## config.mk

```make
export PLATFORM = sky130hd
export DESIGN_NAME = mf_disp_wr_router
export DESIGN_NICKNAME = d
export VERILOG_FILES = /design/src/rtl/mf_disp_pkg.sv /design/src/rtl/mf_disp_wr_fifo.sv /design/src/rtl/mf_disp_wr_router.sv
export SDC_FILE = /design/constraint.sdc
export NUM_CORES = 1
export LEC_CHECK = 0
export ABC_AREA = 1
export CAP_MARGIN = 20
export CORE_ASPECT_RATIO = 0.75
export CORE_MARGIN = 1
export CORE_UTILIZATION = 45
export DETAILED_ROUTE_END_ITERATION = 8
export HOLD_SLACK_MARGIN = 0.15
export PLACE_DENSITY = 0.62
export REMOVE_ABC_BUFFERS = 1
export SLEW_MARGIN = 20
export SYNTH_ARGS = -nofsm -noshare
export SYNTH_HDL_FRONTEND = slang
export SYNTH_SLANG_ARGS = --single-unit
```

## constraint.sdc

```tcl
create_clock -name sys_clk -period 4.7 [get_ports sys_clk]
set_clock_uncertainty 0.2 [all_clocks]
set_input_delay 0.94 -clock sys_clk [delete_from_list [all_inputs] [get_ports sys_clk]]
set_output_delay 0.94 -clock sys_clk [all_outputs]
set_load 0.005 [all_outputs]
```

## src/rtl/mf_disp_pkg.sv

```systemverilog
// Shared constants and helpers for the display controller system-side blocks.
package mf_disp_pkg;
    localparam int MF_DISP_ADDR_W  = 16;
    localparam int MF_DISP_DATA_W  = 32;
    localparam int MF_DISP_TGT_FB  = 0;
    localparam int MF_DISP_TGT_PAL = 1;
    localparam int MF_DISP_TGT_CMD = 2;

    function automatic int clog2(input int n);
        int r;
        r = 0;
        for (int i = 0; i < 31; i++) begin
            if ((1 << i) < n) r = i + 1;
        end
        return r;
    endfunction
endpackage

```

## src/rtl/mf_disp_wr_fifo.sv

```systemverilog
// First-word-fall-through FIFO for one write target; pointers carry an extra
// wrap bit so full and empty are told apart without a separate count.
module mf_disp_wr_fifo
    import mf_disp_pkg::*;
#(
    parameter int WIDTH = 8,
    parameter int DEPTH = 4
) (
    input  logic             clk,
    input  logic             rst_n,
    input  logic             push,
    input  logic [WIDTH-1:0] push_data,
    output logic             full,
    input  logic             pop,
    output logic [WIDTH-1:0] pop_data,
    output logic             empty
);
    localparam int AW = clog2(DEPTH);

    logic [AW:0]      wr_ptr_q, wr_ptr_d;
    logic [AW:0]      rd_ptr_q, rd_ptr_d;
    logic [WIDTH-1:0] mem_q [DEPTH];

    assign full     = (wr_ptr_q[AW] != rd_ptr_q[AW]) && (wr_ptr_q[AW-1:0] == rd_ptr_q[AW-1:0]);
    assign empty    = (wr_ptr_q == rd_ptr_q);
    assign pop_data = mem_q[rd_ptr_q[AW-1:0]];

    always_comb begin
        wr_ptr_d = wr_ptr_q;
        rd_ptr_d = rd_ptr_q;
        if (push && !full) wr_ptr_d = wr_ptr_q + (AW+1)'(1);
        if (pop && !empty) rd_ptr_d = rd_ptr_q + (AW+1)'(1);
    end

    always_ff @(posedge clk or negedge rst_n) begin
        if (!rst_n) begin
            wr_ptr_q <= '0;
            rd_ptr_q <= '0;
        end else begin
            wr_ptr_q <= wr_ptr_d;
            rd_ptr_q <= rd_ptr_d;
        end
    end

    // Storage holds no reset; contents are only observed behind a valid head.
    always_ff @(posedge clk) begin
        if (push && !full) mem_q[wr_ptr_q[AW-1:0]] <= push_data;
    end
endmodule

```

## src/rtl/mf_disp_wr_router.sv

```systemverilog
// Routes system writes into per-region FIFOs by the top address bits; a stalled
// region only back-pressures writes aimed at it.
module mf_disp_wr_router
    import mf_disp_pkg::*;
#(
    parameter  int ADDR_W     = MF_DISP_ADDR_W,
    parameter  int DATA_W     = MF_DISP_DATA_W,
    parameter  int NUM_TGT    = 4,
    parameter  int FIFO_DEPTH = 4,
    localparam int SEL_W      = clog2(NUM_TGT),
    localparam int OFF_W      = ADDR_W - SEL_W
) (
    input  logic                      sys_clk,
    input  logic                      resetn,
    input  logic                      sys_wr_vld,
    output logic                      sys_wr_rdy,
    input  logic [ADDR_W-1:0]         sys_wr_addr,
    input  logic [DATA_W-1:0]         sys_wr_data,
    output logic [NUM_TGT-1:0]        tgt_wr_vld,
    input  logic [NUM_TGT-1:0]        tgt_wr_rdy,
    output logic [NUM_TGT*OFF_W-1:0]  tgt_wr_addr,
    output logic [NUM_TGT*DATA_W-1:0] tgt_wr_data,
    output logic                      bad_addr_err,
    input  logic                      bad_addr_clr
);
    localparam logic [SEL_W:0] TGT_LIM = (SEL_W+1)'(NUM_TGT);

    logic [SEL_W-1:0]        sel;
    logic [OFF_W-1:0]        offset;
    logic                    mapped;
    logic [NUM_TGT-1:0]      full, empty, push, pop;
    logic [OFF_W+DATA_W-1:0] head [NUM_TGT];
    logic                    bad_addr_err_q, bad_addr_err_d;

    assign sel    = sys_wr_addr[ADDR_W-1 -: SEL_W];
    assign offset = sys_wr_addr[OFF_W-1:0];
    assign mapped = ({1'b0, sel} < TGT_LIM);

    // Unmapped selects match no FIFO, so rdy stays high and the write is dropped.
    always_comb begin
        sys_wr_rdy = 1'b1;
        push       = '0;
        for (int i = 0; i < NUM_TGT; i++) begin
            if (sel == SEL_W'(i)) begin
                sys_wr_rdy = !full[i];
                push[i]    = sys_wr_vld && !full[i];
            end
        end
    end

    assign tgt_wr_vld = ~empty;
    assign pop        = tgt_wr_rdy & ~empty;

    for (genvar g = 0; g < NUM_TGT; g++) begin : g_tgt
        mf_disp_wr_fifo #(
            .WIDTH(OFF_W + DATA_W),
            .DEPTH(FIFO_DEPTH)
        ) u_fifo (
            .clk      (sys_clk),
            .rst_n    (resetn),
            .push     (push[g]),
            .push_data({offset, sys_wr_data}),
            .full     (full[g]),
            .pop      (pop[g]),
            .pop_data (head[g]),
            .empty    (empty[g])
        );
        assign tgt_wr_addr[g*OFF_W +: OFF_W]   = head[g][OFF_W+DATA_W-1:DATA_W];
        assign tgt_wr_data[g*DATA_W +: DATA_W] = head[g][DATA_W-1:0];
    end

    always_comb begin
        bad_addr_err_d = bad_addr_err_q;
        if (sys_wr_vld && !mapped) bad_addr_err_d = 1'b1;
        else if (bad_addr_clr)     bad_addr_err_d = 1'b0;
    end

    always_ff @(posedge sys_clk or negedge resetn) begin
        if (!resetn) bad_addr_err_q <= 1'b0;
        else         bad_addr_err_q <= bad_addr_err_d;
    end

    assign bad_addr_err = bad_addr_err_q;
endmodule

```

== Word-level counts from Yosys, hierarchy flattened ==
Memories as Yosys holds them, arrays and structs flattened.
Index checks and enable logic that the tools add are counted.
Word-level totals
  bits in latches: 0
  output and inout bits: 190
  logic and storage cells: 78
  memories: 4
  memory bits (read-only): 0
  bits of input ports: 56
  bits in registers: 24
  memory bits (writable): 736
Cells by class
  multiply operators: 0
  shifts and indexed selects: 0
  eq/ne operators: 15
  $add $sub $neg: 8
  reduce and logical (&&, ||, !) cells: 25
  bitwise logic cells: 2
  muxes and demuxes: 16
  magnitude comparators: 0
  divide/modulo/power cells: 0
Memory list
  g_tgt[0].u_fifo.mem_q: depth 4, bits a word 46, read ports 1, clocked after Yosys merged registers in 0, write ports 1, RTL line mf_disp_wr_fifo.sv:22  | logic [WIDTH-1:0] mem_q [DEPTH];
  g_tgt[1].u_fifo.mem_q: depth 4, bits a word 46, read ports 1, clocked after Yosys merged registers in 0, write ports 1, RTL line mf_disp_wr_fifo.sv:22
  g_tgt[2].u_fifo.mem_q: depth 4, bits a word 46, read ports 1, clocked after Yosys merged registers in 0, write ports 1, RTL line mf_disp_wr_fifo.sv:22
  g_tgt[3].u_fifo.mem_q: depth 4, bits a word 46, read ports 1, clocked after Yosys merged registers in 0, write ports 1, RTL line mf_disp_wr_fifo.sv:22
Operators with widths (number)
  adder 3 x 1 -> 3 bit (second input constant): 8
  logical AND 1 bit: 16
  two-way mux 1 bit: 16
  equality test 3 bit: 4
  equality test 2 bit: 4
  zero test 1 bit: 8
  bitwise AND 4 bit: 1
  equality test 2 bit (second input constant): 2
  inequality test 1 bit: 4
  NOT 4 bit: 1
  equality test 2 x 1 -> 1 bit (second input constant): 1
  zero test 2 bit: 1

== Longest topological paths before layout ==
Gate-level depths: netlist of the first run.
  depth after elaboration: 8
  gate-level depth with buffers: 11
  mapped depth without buffers: 10

== Cells and area by module ==
From an unflattened synthesis of the first run, not the netlist that was laid out.
Second synthesis, totals
  cells, all modules: 2055
  area total of the unflattened synthesis: 29067.9 sq um
Modules (own cells, without submodules)
  mf_disp_wr_fifo at g_tgt[1].u_fifo ...: sequential area each 5675.4 sq um, times used 3, cells each 505, area an instance 7213.2 sq um
  mf_disp_wr_fifo at g_tgt[0].u_fifo: sequential area each 5675.4 sq um, times used 1, cells each 505, area an instance 7289.5 sq um
  mf_disp_wr_router: sequential area each 0.0 sq um, times used 1, cells each 35, area an instance 138.9 sq um

== Worst setup path before layout of the first run ==
Ideal clock, no wire load.
  kind: input port to flip-flop
  start point: in sys_wr_addr[14]
  end point: mem g_tgt[1].u_fifo.mem_q[0][0] (netlist name) (enable)
  required time: 4050 ps
  stages on the path: 4
  buffers on the path: 0
  slack: 755 ps
  library setup time: 450 ps
  arrival time: 3295 ps
  cell sequence: inv_1 -> nor2_1 -> nand3_4 -> nor2_1
On the way
  word-level cells in the longest chain between the ends: 5
RTL lines
  from (decl): RTL line mf_disp_wr_router.sv:17  | input logic [ADDR_W-1:0] sys_wr_addr,
  equality test 2 x 1 -> 1 bit: RTL line mf_disp_wr_router.sv:44  | if (sel == SEL_W'(i)) begin
  two-way mux 1 bit: RTL line mf_disp_wr_router.sv:44
  logical AND 1 bit: RTL line mf_disp_wr_fifo.sv:47  | if (push && !full) mem_q[wr_ptr_q[AW-1:0]] <= push_data;
  two-way mux 1 bit: RTL line mf_disp_wr_fifo.sv:47
  two-way mux 1 bit (implied by the code): RTL line mf_disp_wr_fifo.sv:47
  to (decl): RTL line mf_disp_wr_fifo.sv:22
No other way between the ends.

== Final worst setup path of the first run ==
  start point: reg g_tgt[3].u_fifo.rd_ptr_q[1]
  end point: out tgt_wr_addr[45]
On the way
  word-level cells in the longest chain between the ends: 1
RTL lines
  from (decl): RTL line mf_disp_wr_fifo.sv:21  | logic [AW:0] rd_ptr_q, rd_ptr_d;
  from (signal assigned): RTL line mf_disp_wr_fifo.sv:41  | rd_ptr_q <= rd_ptr_d;
  memory (4 x 46 bit)
  to (decl): RTL line mf_disp_wr_router.sv:21  | output logic [NUM_TGT*OFF_W-1:0] tgt_wr_addr,
No other way between the ends.

==> metrics.txt, run 1 <==
status=finished, final reports clean; Die H=221 µm; gr usage total=22.4%; core area=62500 µm²; P_leak=11.2 nW; via count=17400; startpoint types=flip-flop; Setup crit end=tgt_wr_addr[45]; syn avg cell area=14.5 µm²; minimum clock period=4500 ps; largest area contributor in the netlist=edfxtp_1; adder-cell area share of the yosys netlist=0.873%; antenna diode count=0; xor and xnor area share after synthesis=0.698%; ys async rst share=3.16%; PostCTS Resize Cnt=0; commonest cells in the netlist=edfxtp_1, nor2_1, o21ai_0; top cells by area, synth=edfxtp_1, o21ai_0, nor2_1; sw power=0.00717 W; multiplexer share of the synthesized area=0%; Final Max Tran Viols=0; htree depth=3; reg2reg end=g_tgt[2].u_fifo.mem_q[1][45]; Area Overhead vs Synth=20.2%; Clock power frac=25.6%; average wire per standard cell=23.2 µm; full die area=64700 µm²; Syn Inst Count=1976; vias in the first global route=16700; DIE WIDTH=293 µm; worst r2r src=g_tgt[2].u_fifo.rd_ptr_q[0]; Synth Area in Compound Gates=10.7%; hold_ws=305 ps; Post-Syn Area=28700 µm²; period utilization=95.7%; FMAX=222 MHz; RSZ-0062 raised after global routing=no; Synth top area share=77.1%; P_int=0.0143 W; drt pass-1 iters=5; clock-pin transition on the worst setup and hold timing paths=60 ps; Max-cap violations=0; top-count cell post-synth=edfxtp_1; IO buf count=243; Reg power frac=38.5%; Core Rows=79; Peak VDD IR=353 µV; initial core utilization=45.9%; initial antenna violation count=5; Worst R2R Path Depth=7; CTS tree=done; Max clock buf depth=3; Pwr per Cell Area=623 nW/µm²; distinct cell type count after synthesis=29; cts bufs inserted=74; layout cells sized above 1=8.45%; post-route ant nets=0; Yosys warning count=0; post-synthesis simple-gate area fraction=6.14%; CP Capture Type=primary output; Post-synth EDFFs=736; DRT iter0 DRCs=1517; largest net degree at the start of global routing=95; Seq/Total Area, Yosys=79.2%; Final Hold Fails=0; Residual DRC=0; CTS root buf=clkbuf_16; worst-skew pair later-pin latency=600 ps; GRT Residual Overflow=0; first-pass GRT wire length=106 mm; slew at the pin with the worst max-slew slack=1090 ps; switch share=33.4%; io pins=246; Slew HR=27.3%; global placement routability congestion=0.762; crit-path max FO=34; final setup vio count=0; Tightest Hold Check Type=flip-flop to flip-flop; nets@finish=2302; largest family of logic cells by synthesized area=compound AO/OA/AOI/OAI gates; crit path from=g_tgt[3].u_fifo.rd_ptr_q[1]; final wirelength=72.4 mm; R2R Setup Slk=1190 ps; part of the power in combinational logic=35.9%; setup_tns=0 ps; post-DP HPWL=42.3 mm; DR vias/cell=5.57; most used flip-flop cell after synthesis=edfxtp_1; crit path DAT=3360 ps; number of synthesized register bits=760; CTS sink count=760; Critical Path RT=3560 ps; WS Path Type=flip-flop to primary output
## final cells by class
cell class,count,area [µm²]
fillers,4943,28000
flip-flops and latches,760,22700
multi-input cells,1052,5380
repair buffers,295,2900
clock buffers,90,1970
well taps,850,1060
clock inverters,32,240
inverters,43,171
## cell usage in the layout, fill, tap and decap left out, types with 6 or more instances in the layout
master / instances
xnor2_1: 8
clkbuf_1: 12
edfxtp_1: 736
buf_12: 6
nor2_1: 376
clkbuf_16: 76
buf_4: 45
o21ai_0: 368
nand2_1: 37
o22ai_1: 184
clkinv_2: 12
xor2_1: 13
clkinv_1: 13
nor2_4: 16
clkdlybuf4s50_1: 242
ha_1: 20
o21ai_1: 8
inv_1: 34
dfrtp_1: 16
## metal layers
metal / global-route usage [%] / part of all wire (%) / up-vias
met2: 35.4 / 46 / 615
met4: 4.77 / 1.5 / 4
met3: 4.15 / 7.4 / 86
li1: - / - / 7871
met5: 0 / 0.037 / -
met1: 32.6 / 45 / 8809
## power groups by stage
stage / sequential, W / combinational [W] / clock [W]
after CTS: 0.00826 / 0.00778 / 0.00561
final: 0.00826 / 0.00771 / 0.00550
after global routing: 0.00831 / 0.00837 / 0.00588
after detailed placement: 0.00840 / 0.00773 / 0
after global placement: 0.00838 / 0.00760 / 0
after floorplan: 0.00861 / 0.00291 / 0
## state kept, by name (all words and copies together), names as in the netlist
signal / cells
g_tgt.u_fifo.mem_q: 736
g_tgt.u_fifo.wr_ptr_q: 12
g_tgt.u_fifo.rd_ptr_q: 12
## logic make-up (layout without fill, tap and decap cells)
logic type | after synthesis | after routing
XOR/XNOR | 22 | 22
AO/OA/AOI/OAI | 565 | 565
flip-flops | 760 | 760
other | 1 | 1
adder cells (fa/ha/maj) | 20 | 20
buffers and inverters | 164 | 460
AND/OR/NAND/NOR | 444 | 444
## worst min path at each step
stage	to	from	slack [ps]	cells after the start
6_report	g_tgt[2].u_fifo.rd_ptr_q[2]	g_tgt[2].u_fifo.rd_ptr_q[2]	300	1
5_1_grt	g_tgt[2].u_fifo.rd_ptr_q[2]	g_tgt[2].u_fifo.rd_ptr_q[2]	320	1
4_1_cts	g_tgt[2].u_fifo.rd_ptr_q[2]	g_tgt[2].u_fifo.rd_ptr_q[2]	310	1
3_5_place_dp	g_tgt[2].u_fifo.rd_ptr_q[2]	g_tgt[2].u_fifo.rd_ptr_q[2]	300	1
3_3_place_gp	g_tgt[2].u_fifo.rd_ptr_q[2]	g_tgt[2].u_fifo.rd_ptr_q[2]	280	1
2_1_floorplan	g_tgt[0].u_fifo.rd_ptr_q[2]	g_tgt[0].u_fifo.rd_ptr_q[2]	260	2
## critical path: stages, from the launching register on
cell and delay [ps]:
dfrtp_2 640, inv_2 770, o21ai_0 210, o22ai_1 510, clkdlybuf4s50_1 620
## metrics by stage
stage	worst slack (ps)	power, W	utilization (%)	cells	cell area (µm²)
2_1_floorplan	-868	0.0115	-	1855	28100
3_3_place_gp	897	0.0160	51.6	2999	32200
3_5_place_dp	904	0.0161	51.6	2999	32200
4_1_cts	212	0.0217	55.1	3121	34400
5_1_grt	65.4	0.0226	55.1	3122	34400
6_report	203	0.0215	55.1	3122	34400
## repair_timing
item	CTS	global route
setup buffers	0	0
hold buffers	0	1
endpoints found under the hold margin	0	17
No activity file was read; power rests on OpenSTA's default activity.
==> run 2: changes to the inputs <==
--- a/config.mk
+++ b/config.mk
@@ -9,10 +9,10 @@
 export CAP_MARGIN = 20
 export CORE_ASPECT_RATIO = 0.75
 export CORE_MARGIN = 1
-export CORE_UTILIZATION = 45
+export CORE_UTILIZATION = 40
 export DETAILED_ROUTE_END_ITERATION = 8
 export HOLD_SLACK_MARGIN = 0.15
-export PLACE_DENSITY = 0.62
+export PLACE_DENSITY = 0.56
 export REMOVE_ABC_BUFFERS = 1
 export SLEW_MARGIN = 20
 export SYNTH_ARGS = -nofsm -noshare
==> run 2 against run 1 <==
Compared with the run above: hold slack got worse by 7.3 ps; clock power rose by 4.4%; routed wire length grew 4.5%; highest routed layer unchanged; via count is 0.77% lower.
==> metrics.txt, run 2 (synthesis results as in run 1) <==
status=finished, final reports clean; crit path DAT=3320 ps (-40 ps); largest net degree at the start of global routing=95 (unchanged); initial core utilization=40.6% (-5.2 points); post-route ant nets=0 (unchanged); post-route design area=34700 µm² (+0.69%); Area Overhead vs Synth=21.0%; P_leak=11.2 nW (+0.43%); full die area=72700 µm² (+12%); P_int=0.0144 W (+0.84%); Core Rows=84 (+6.3%); switch share=33.8% (+0.41 points); post-CTS setup buffer count=0 (unchanged); CP Cell Sequence=buf_4, o21ai_0, o22ai_1, clkdlybuf4s50_1; sw power=0.00736 W (+2.7%); Max-cap violations=0 (unchanged); DRT iter0 DRCs=1522 (+0.33%); worst-skew pair later-pin latency=620 ps (+20 ps); DR vias/cell=5.35 (-4.0%); DIE WIDTH=311 µm (+6.0%); htree depth=3 (unchanged); part of the power in combinational logic=35.9% (about the same); cts bufs inserted=75 (+1.4%); CTS tree=done; PostCTS Resize Cnt=0 (unchanged); startpoint types=flip-flop; Pwr per Cell Area=628 nW/µm² (+0.76%); Peak VDD IR=457 µV (+30%); filler instances=5890 (+19%); nets@finish=2299 (-0.13%); global placement routability congestion=0.753 (-1.2%); CP max stage cell=dfrtp_4; DP Cell Count=3092 (+3.1%); gr usage total=20.7% (-1.7 points); clock-pin transition on the worst setup and hold timing paths=60 ps (about the same); Tightest Hold Check Type=flip-flop to flip-flop; slew at the pin with the worst max-slew slack=913 ps (-177 ps); FMAX=224 MHz (+0.84%); Final Max Tran Viols=0 (unchanged); average wire per standard cell=23.5 µm (+1.1%); io pins=246 (unchanged); initial antenna violation count=1 (-4); vias in the first global route=16300 (-2.4%); max reg flops=736 (unchanged); drt pass-1 iters=5 (unchanged); placed cell areas=32400 µm² (+0.38%); CP Capture Type=primary output; post-DP HPWL=43.1 mm (+1.8%); Residual DRC=0 (unchanged); most frequent cells in the layout=edfxtp_1, nor2_1, o21ai_0; core area=70500 µm² (+13%); antenna diode count=0 (unchanged); via count=17300 (-0.77%); Post-CTS Hold Buffers=0 (unchanged); Critical Path RT=3560 ps (about the same); setup slack after layout=241 ps (+37.3 ps); CTS root buf=clkbuf_16; Die H=234 µm (+6.0%); crit-path max FO=55 (+62%); RSZ-0062 raised after global routing=no; commonest non-fill, non-tap cell in the layout=edfxtp_1; final wirelength=75.7 mm (+4.5%); first-pass GRT wire length=110 mm (+3.6%); CTS sink count=760 (unchanged); IO buf count=243 (unchanged); CP max stage delay=730 ps (-40 ps); pre-CTS WS=926 ps (+21.9 ps); Max clock buf depth=3 (unchanged); layout cells sized above 1=8.64% (+0.19 points); final setup vio count=0 (unchanged); minimum clock period=4460 ps (-37.3 ps); Slew HR=39.1% (+12 points); Final Hold Fails=0 (unchanged); Reg power frac=37.8% (-0.7 points); Clock power frac=26.3% (+0.7 points); final cell count without fillers=3227 (+3.4%); period utilization=94.9% (-0.79 points); WS Path Type=flip-flop to primary output; GRT Residual Overflow=0 (unchanged)
run 2: cell count changes in the layout (fill, tap and decap cells not counted), sizes merged:
| cell | previous run | this run |
|---|---|---|
| dlygate4sd3 | 1 | 0 |
| bufinv | 3 | 4 |
| clkinv | 27 | 33 |
| buf | 52 | 48 |
| clkinvlp | 1 | 2 |
| inv | 44 | 47 |
| clkdlybuf4s50 | 242 | 243 |
| clkbuf | 90 | 92 |
run 2: power groups by stage:
stage                     registers (W)  logic [W]  clock network, W
after floorplan                 0.00861    0.00291                 0
after global placement          0.00836    0.00780                 0
after detailed placement        0.00838    0.00792                 0
after CTS                       0.00823    0.00797           0.00586
after global routing            0.00828    0.00849           0.00611
final                           0.00823    0.00781           0.00574
run 2: final cells by class:
cell class              count  area (µm²)  area share [%]
clock buffers              92        1990            5.75
flip-flops and latches    760       22700            65.5
multi-input cells        1052        5380            15.5
well taps                 946        1180            3.41
clock inverters            43         343           0.988
inverters                  43         171           0.494
repair buffers            291        2890            8.34
run 2: worst paths after layout:
check / from / endpoint / slack [ps] / cells after the start
max in group asynchronous: resetn / g_tgt[0].u_fifo.rd_ptr_q[0] / 3160 / 2
max: g_tgt[0].u_fifo.rd_ptr_q[0] / tgt_wr_data[30] / 240 / 4
max reg2reg: g_tgt[2].u_fifo.rd_ptr_q[1] / g_tgt[2].u_fifo.mem_q[1][27] / 1230 / 7
min: g_tgt[3].u_fifo.rd_ptr_q[2] / g_tgt[3].u_fifo.rd_ptr_q[2] / 300 / 1
min in group asynchronous: resetn / g_tgt[1].u_fifo.rd_ptr_q[0] / 540 / 1
min reg2reg: g_tgt[3].u_fifo.rd_ptr_q[2] / g_tgt[3].u_fifo.rd_ptr_q[2] / 300 / 1
run 2: per-layer routing:
metal	part of all wire [%]	global-route usage (%)	vias to the layer above
met2	46	32.5	586
met3	6.2	3.46	111
met5	0.017	0	-
met4	2.2	5.42	2
li1	-	-	7869
met1	46	29.8	8683
run 2: per-stage QoR:
stage	setup TNS, ps	power [W]	hold slack (ps)	utilization (%)
after floorplan	-119770	0.0115	262	-
after global placement	0	0.0162	282	45.9
after detailed placement	0	0.0163	284	45.9
after CTS	0	0.0221	296	49.2
after global routing	0	0.0229	303	49.2
final	0	0.0218	298	49.2
run 2: worst max-delay path, delay by kind of cell, from the launching register on:
| kind | cells | cell delay (ps) |
|---|---|---|
| AOI/OAI and AO/OA | 2 | 640 |
| DFF | 1 | 730 |
| buffers and inverters | 2 | 1210 |
==> run 3: changes to the inputs <==
--- a/config.mk
+++ b/config.mk
@@ -11,7 +11,9 @@
 export CORE_MARGIN = 1
 export CORE_UTILIZATION = 40
 export DETAILED_ROUTE_END_ITERATION = 8
+export GPL_ROUTABILITY_DRIVEN = 0
 export HOLD_SLACK_MARGIN = 0.15
+export MAX_ROUTING_LAYER = met4
 export PLACE_DENSITY = 0.56
 export REMOVE_ABC_BUFFERS = 1
 export SLEW_MARGIN = 20
==> run 3 against run 2 <==
Compared with the run above: global-route usage grew 0.65 points; utilization is essentially flat; power is essentially flat; sequential power is essentially flat; critical endpoint unchanged; largest power group unchanged; highest routed layer is now met4.
==> metrics.txt, run 3 (synthesis results as in run 1) <==
FMAX=225 MHz (+0.38%); initial antenna violation count=1 (unchanged); DIE WIDTH=311 µm (unchanged); largest net degree at the start of global routing=95 (unchanged); clock-pin transition on the worst setup and hold timing paths=60 ps (about the same); CP max stage cell=dfrtp_4; Max-cap violations=0 (unchanged); IO buf count=243 (unchanged); first-pass GRT wire length=110 mm (about the same); slew at the pin with the worst max-slew slack=903 ps (-10.0 ps); Peak VDD IR=405 µV (-12%); CP Cell Sequence=buf_4, o21ai_0, o22ai_1, clkdlybuf4s50_1; overall power=0.0218 W (about the same); CP Capture Type=primary output; most frequent cells in the layout=edfxtp_1, nor2_1, o21ai_0; post-CTS setup buffer count=0 (unchanged); PostCTS Resize Cnt=0 (unchanged); initial core utilization=40.6% (unchanged); htree depth=3 (unchanged); Tightest Hold Check Type=flip-flop to flip-flop; via count=17300 (+0.13%); Worst Path Buf+Inv=2 (unchanged); Post-CTS Hold Buffers=0 (unchanged); gr usage total=21.3% (+0.65 points); Area Overhead vs Synth=21.0% (about the same); cts bufs inserted=75 (unchanged); Top Family by Delay on Critical Path=buffers and inverters; Residual DRC=0 (unchanged); crit-path max FO=55 (unchanged); full die area=72700 µm² (unchanged); minimum clock period=4440 ps (-17.1 ps); max reg flops=736 (unchanged); Core Rows=84 (unchanged); CTS root buf=clkbuf_16; end-of-flow core utilization=49.2% (about the same); io pins=246 (unchanged); filler instances=5891 (+0.017%); Final Hold Fails=0 (unchanged); DP Cell Count=3092 (unchanged); Critical Path RT=3560 ps (about the same); period utilization=94.5% (-0.36 points); RSZ-0062 raised after global routing=no; commonest non-fill, non-tap cell in the layout=edfxtp_1; GRT Residual Overflow=0 (unchanged); status=finished, final reports clean; final setup vio count=0 (unchanged); vias in the first global route=16300 (+0.0061%); core area=70500 µm² (unchanged); Slew HR=39.8% (+0.67 points); Max clock buf depth=3 (unchanged); CP max stage delay=730 ps (about the same); post-DP HPWL=43.1 mm (unchanged); worst-skew pair later-pin latency=610 ps (about the same); Final Max Tran Viols=0 (unchanged); WS Path Type=flip-flop to primary output; final cell count without fillers=3228 (+0.031%); DR vias/cell=5.35 (+0.10%); drt pass-1 iters=5 (unchanged); final wirelength=75.8 mm (+0.10%); P_leak=11.2 nW (unchanged); Die H=234 µm (unchanged); post-route ant nets=0 (unchanged); CTS sink count=760 (unchanged); crit path DAT=3300 ps (-20 ps); nets@finish=2299 (unchanged); average wire per standard cell=23.5 µm (about the same); Pwr per Cell Area=628 nW/µm² (about the same); DRT iter0 DRCs=1358 (-11%); CTS tree=done; layout cells sized above 1=8.64% (unchanged); startpoint types=flip-flop
## run 3: cell count changes in the layout (fill, tap and decap cells not counted)
cell     change
diode_2      +1
## run 3: stage by stage
| stage | cell area [µm²] | worst slack [ps] | hold WS (ps) | TNS (ps) |
|---|---|---|---|---|
| 2_1_floorplan | 28100 | -868 | 262 | -119770 |
| 3_3_place_gp | 32400 | 874 | 282 | 0 |
| 3_5_place_dp | 32400 | 926 | 284 | 0 |
| 4_1_cts | 34700 | 249 | 296 | 0 |
| 5_1_grt | 34700 | 119 | 303 | 0 |
| 6_report | 34700 | 258 | 297 | 0 |
## run 3: path summary, 6_finish.rpt
kind,startpoint,endpoint,slack [ps],depth (start not counted)
max in group asynchronous,resetn,g_tgt[0].u_fifo.rd_ptr_q[0],3150,2
worst max register to register,g_tgt[2].u_fifo.rd_ptr_q[1],g_tgt[2].u_fifo.mem_q[1][3],1230,7
worst max-delay path,g_tgt[0].u_fifo.rd_ptr_q[0],tgt_wr_data[30],260,4
worst min-delay path,g_tgt[3].u_fifo.rd_ptr_q[2],g_tgt[3].u_fifo.rd_ptr_q[2],300,1
worst min register to register,g_tgt[3].u_fifo.rd_ptr_q[2],g_tgt[3].u_fifo.rd_ptr_q[2],300,1
min in group asynchronous,resetn,g_tgt[1].u_fifo.wr_ptr_q[1],550,1
## run 3: power breakdown
part | total, W | internal, W | switching (W)
Sequential | 0.00823 | 0.00795 | 0.000280
Combinational | 0.00783 | 0.00322 | 0.00461
Clock | 0.00573 | 0.00325 | 0.00248
## run 3: per-layer routing
metal,GRT usage [%],up-vias,part of all wire [%]
li1,-,7868,-
met1,29.9,8727,46
met2,32.5,576,46
met3,3.31,103,6.0
met4,5.50,0,2.0
met5,-,-,0
## run 3: cell type report
cell class / count / area, µm² / area share [%]
clock buffers: 92 / 1990 / 5.75
diodes: 1 / 2.50 / 0.00721
flip-flops and latches: 760 / 22700 / 65.5
clock inverters: 43 / 343 / 0.988
well taps: 946 / 1180 / 3.41
multi-input cells: 1052 / 5380 / 15.5
repair buffers: 291 / 2890 / 8.34
inverters: 43 / 171 / 0.494
